$ cat config.mk
export PLATFORM = sky130hd
export DESIGN_NAME = fifo_init_ctrl
export DESIGN_NICKNAME = d
export VERILOG_FILES = /design/src/rtl/fifo_init_ctrl.sv
export SDC_FILE = /design/constraint.sdc
export NUM_CORES = 1
export LEC_CHECK = 0
export CAP_MARGIN = 20
export CORE_MARGIN = 3
export CORE_UTILIZATION = 47
export DETAILED_ROUTE_END_ITERATION = 8
export HOLD_SLACK_MARGIN = 0.03
export PLACE_DENSITY = 0.84
export SLEW_MARGIN = 20
export SYNTH_ARGS = -nofsm -noshare
export SYNTH_HDL_FRONTEND = slang
export SYNTH_SLANG_ARGS = --single-unit
$ cat constraint.sdc
create_clock -name clk -period 4 [get_ports clk]
set_input_delay 0.6 -clock clk [delete_from_list [all_inputs] [get_ports clk]]
set_output_delay 0.6 -clock clk [all_outputs]
set_load 0.05 [all_outputs]
$ cat src/rtl/fifo_init_ctrl.sv
// fifo_init_ctrl: sequences a 1-cycle-latency dual-port RAM as a FIFO, optionally pre-filled with 0..DEPTH-1
module fifo_init_ctrl #(
    parameter int ADDR_WIDTH = 9,
    parameter int DATA_WIDTH = 16,
    parameter bit INIT_FILL  = 1'b1
) (
    input  logic                  clk,
    input  logic                  rst,
    input  logic                  push,
    input  logic [DATA_WIDTH-1:0] push_data,
    input  logic                  pop,
    output logic [DATA_WIDTH-1:0] pop_data,
    output logic                  pop_valid,
    output logic                  full,
    output logic                  empty,
    output logic [ADDR_WIDTH:0]   count,
    output logic                  init_done,
    output logic                  push_err,
    output logic                  pop_err,
    output logic [ADDR_WIDTH-1:0] ram_waddr,
    output logic                  ram_we,
    output logic [DATA_WIDTH-1:0] ram_din,
    output logic [ADDR_WIDTH-1:0] ram_raddr,
    output logic                  ram_re,
    input  logic [DATA_WIDTH-1:0] ram_dout
);
    localparam int DEPTH = 2 ** ADDR_WIDTH;
    typedef enum logic {INIT, RUN} state_t;
    state_t                state, state_nxt;
    logic [ADDR_WIDTH:0]   wptr, rptr, cnt_raw;
    logic [ADDR_WIDTH-1:0] ctr;
    logic                  run, in_init, push_acc, pop_acc;
    always_ff @(posedge clk)
        state <= rst ? (INIT_FILL ? INIT : RUN) : state_nxt;
    always_comb
        state_nxt = (state == INIT && &ctr) ? RUN : state;
    always_comb begin
        run       = !rst && state == RUN;
        in_init   = !rst && state == INIT;
        cnt_raw   = wptr - rptr;
        count     = run ? cnt_raw : '0;
        full      = run && cnt_raw == (ADDR_WIDTH+1)'(DEPTH);
        empty     = !run || cnt_raw == '0;
        init_done = run;
        push_acc  = run && push && !full;
        pop_acc   = run && pop && !empty;
        ram_we    = in_init || push_acc;
        ram_waddr = in_init ? ctr : wptr[ADDR_WIDTH-1:0];
        ram_din   = in_init ? DATA_WIDTH'(ctr) : push_data;
        ram_re    = pop_acc;
        ram_raddr = rptr[ADDR_WIDTH-1:0];
        pop_data  = ram_dout;
    end
    // init leaves the FIFO full: wptr lands one full lap ahead of rptr
    always_ff @(posedge clk)
        if (rst) begin
            wptr      <= '0;
            rptr      <= '0;
            ctr       <= '0;
            pop_valid <= 1'b0;
            push_err  <= 1'b0;
            pop_err   <= 1'b0;
        end else begin
            ctr       <= (state == INIT) ? ctr + 1'b1 : ctr;
            wptr      <= (state == INIT && state_nxt == RUN) ? (ADDR_WIDTH+1)'(DEPTH) :
                         push_acc ? wptr + 1'b1 : wptr;
            rptr      <= pop_acc ? rptr + 1'b1 : rptr;
            pop_valid <= pop_acc;
            push_err  <= push_err | (push & !push_acc);
            pop_err   <= pop_err | (pop & !pop_acc);
        end
endmodule

==> results by group <==
Floorplanning
  – Die span in y: 79.9 um
  – Die area: 6380 um2
  – I/O pin total: 104
  – Initial Util: 49.3%
  – Total core area: 5200 um2
  – Row count: 26
  – Die Span X: 79.9 um

Global route
  – Overflow after GRT: 0
  – GRT Total Usage: 21.5%
  – Vias in the first global route: 2,259
  – Global-route wire length before repair: 10,700 um
  – Initial antenna violation count: 0
  – Largest net degree at the start of global routing: 25

Final layout
  – Post-route cell area: 3180 um2
  – Most common cell after layout, fill and taps aside: nand2_1
  – P&R area growth vs syn: 23.9%
  – Share of layout cells above drive strength 1: 14.2%
  – Final nets: 438
  – Diode count: 0
  – Most frequent cells in the layout: nand2_1 (65), clkdlybuf4s50_1 (40), dfxtp_1 (33), buf_4 (33), nor2_1 (29)

Worst setup path
  – R2R cell count: 12
  – Crit path DAT: 3180 ps
  – Critical path's largest stage delay: 830 ps
  – Cell family contributing the most delay on the critical path: buffers and inverters
  – R2r setup slk: 820 ps
  – CP Capture Type: output pin
  – Worst path buffer plus inverter count: 2
  – Cells along the critical path: ha_1 > inv_1 > fa_1 > a21oi_1 > o21ai_0 > a21oi_1 > xor2_1 > nor2_1 > clkdlybuf4s50_1
  – Critical path class: flop to output pin
  – Req. time, crit path: 3400 ps
  – Crit Reg-Reg Startpoint: rptr[0]$_SDFFE_PP0P_
  – Most used cell, CP: a21oi_1
  – Setup crit start kind: flop
  – Max Fanout on Critical Path: 7
  – R2R Path End: rptr[9]$_SDFFE_PP0P_
  – Critical path's slowest cell: clkdlybuf4s50_1

Detailed routing
  – Routed vias: 2,467
  – Vias per cell: 5.39
  – Final WL: 6780 um
  – DRT iter0 DRCs: 125
  – Wire per inst: 14.8 um
  – DRC viols: 0
  – Final ANT Viol Nets: 0
  – Initial DRT Pass Iterations: 4

STA
  – Slew Viols, Final: 0
  – Fin. Hold Viols: 0
  – Tcrit/Tclk final: 94.5%
  – Clk_skew: 11.4 ps
  – Max Fclk: 265 MHz
  – Worst slew pin tran: 602 ps
  – Final Critical Period: 3780 ps
  – Setup-failing EPs final: 0
  – TNS Setup: 0 ps
  – Unrepaired setup endpoints after global routing: false
  – Max-slew headroom: 59.7%

Hold path
  – Hold Path Class: flop to flop
  – HP Start: push_err$_SDFF_PP0_
  – WHS Path Cells: 2
  – Worst Hold Path EP: push_err$_SDFF_PP0_

Synth
  – Post-synthesis sequential area ratio: 25.8%
  – Synth Net Count: 393
  – Biggest area consumer among synthesized cells: dfxtp_1
  – Syn. warnings: 0
  – Mapped Cells: 342
  – Top FF cell, synth: dfxtp_1
  – Flops & latches, synth: 33
  – Post-synth EDFFs: 0
  – Syn Area/Cell: 7.50 um2
  – Mapped Area: 2560 um2
  – Netlist cell types: 53
  – Largest cells by area after synthesis: dfxtp_1 (26%), nand2_1 (9.5%), buf_4 (7.3%), ha_1 (6.8%), nor2_1 (4.2%)
  – Async SR Flop Fraction: 0%
  – Yosys top cell area share: 25.8%

Clock tree
  – CTS buffer count: 5
  – Clock root cell: clkbuf_8
  – Clock Sinks: 33
  – Skew-Pair Late Insertion Delay: 300 ps
  – H-tree Lvls: 2
  – CTS Hold Bufs: 0
  – Clk slew on worst S/H paths: 70 ps
  – Max Root-Sink Buffers: 2
  – TritonCTS clock tree: yes

Place
  – IO Port Bufs: 71
  – Placement Cell Area: 3090 um2
  – Detail Placement HPWL: 5360 um
  – Routability-driven placement congestion ratio: 0.891

Outcome
  – Outcome: finished, final reports clean

Job
  – Max-capacitance violation count: 0

Power and ir drop
  – Static Leak: 0.00143 uW
  – Pwr per Cell Area: 224 nW/um2
  – VDD IR max: 0.262 mV
[flip-flops by register name, summed over array words and instances, names as in the netlist]
signal	count
rptr	10
wptr	10
ctr	9
pop_err	1
pop_valid	1
push_err	1
state	1
[power breakdown]
part           switching (uW)  internal, uW  leakage, uW
clock network             134           120    0.0000439
logic                    75.6          44.8      0.00112
registers                3.89           333     0.000267
total                     213           497      0.00143
[synthesized netlist by cell type, drive strengths merged (6+ instances only)]
library cell	n
nor2	29
nand3	11
xor2	7
buf	29
and2	14
inv	16
o21ai	12
nand2	66
clkbuf	8
mux2i	9
a21oi	19
nor3	6
and3	8
ha	14
dfxtp	33
[cell families (layout without fill, tap and decap cells)]
family,count (synthesis),count (layout),share of synthesized area (%)
DFF,33,33,25.8
AOI/OAI and AO/OA,62,62,17.2
buffers and inverters,53,99,12.1
and+or+nand+nor,157,157,29.1
adders and majority gates,15,15,7.61
muxes,10,10,4.10
xor gates and xnor gates,12,12,4.10
[final cells by class]
class                      count  area (um2)
sequential                    33         661
clock inverter                 3        17.5
timing repair buffer          75         688
fill                         462        2030
multi-input combinational    256        1590
clock buffer                   5        68.8
tap                           70        87.6
inverter                      16        60.1
[worst min-delay path, stage by stage, from the launching register on]
cell and delay [ps]:
dfxtp_1 340, a21oi_1 50, nor2_1 70
[metrics by stage]
step	instances	util [%]	setup WS, ps	hold slack (ps)	power (uW)
after floorplan	342	-	228	460	459
after global placement	450	59.4	554	452	464
after detailed placement	450	59.4	517	472	464
after CTS	458	61.0	176	489	715
after global routing	458	61.0	31.7	506	738
final	458	61.0	220	490	711
[timing repair]
| item | 4_1_cts | 5_1_grt |
|---|---|---|
| endpoints found under the setup margin | 0 | 1 |
| setup buffers | 0 | 0 |
| resized for setup | 0 | 1 |
[per-layer routing]
| metal | vias up | GRT usage, % | part of all wire (%) |
|---|---|---|---|
| li1 | 1232 | - | - |
| met5 | - | 0 | 0 |
| met3 | 14 | 4.63 | 6.3 |
| met4 | 0 | 8.78 | 2.0 |
| met2 | 80 | 35.2 | 48 |
| met1 | 1141 | 27.2 | 43 |
[worst max path at each step]
stage	end	slack (ps)	cells after the start	startpoint
2_1_floorplan	empty	230	9	rptr[0]$_SDFFE_PP0P_
3_3_place_gp	empty	550	10	rptr[0]$_SDFFE_PP0P_
3_5_place_dp	empty	520	10	rptr[0]$_SDFFE_PP0P_
4_1_cts	empty	180	10	rptr[0]$_SDFFE_PP0P_
5_1_grt	count[9]	30	9	rptr[3]$_SDFFE_PP0P_
6_report	count[6]	220	9	rptr[0]$_SDFFE_PP0P_
Power figures use the tool's default switching activity.
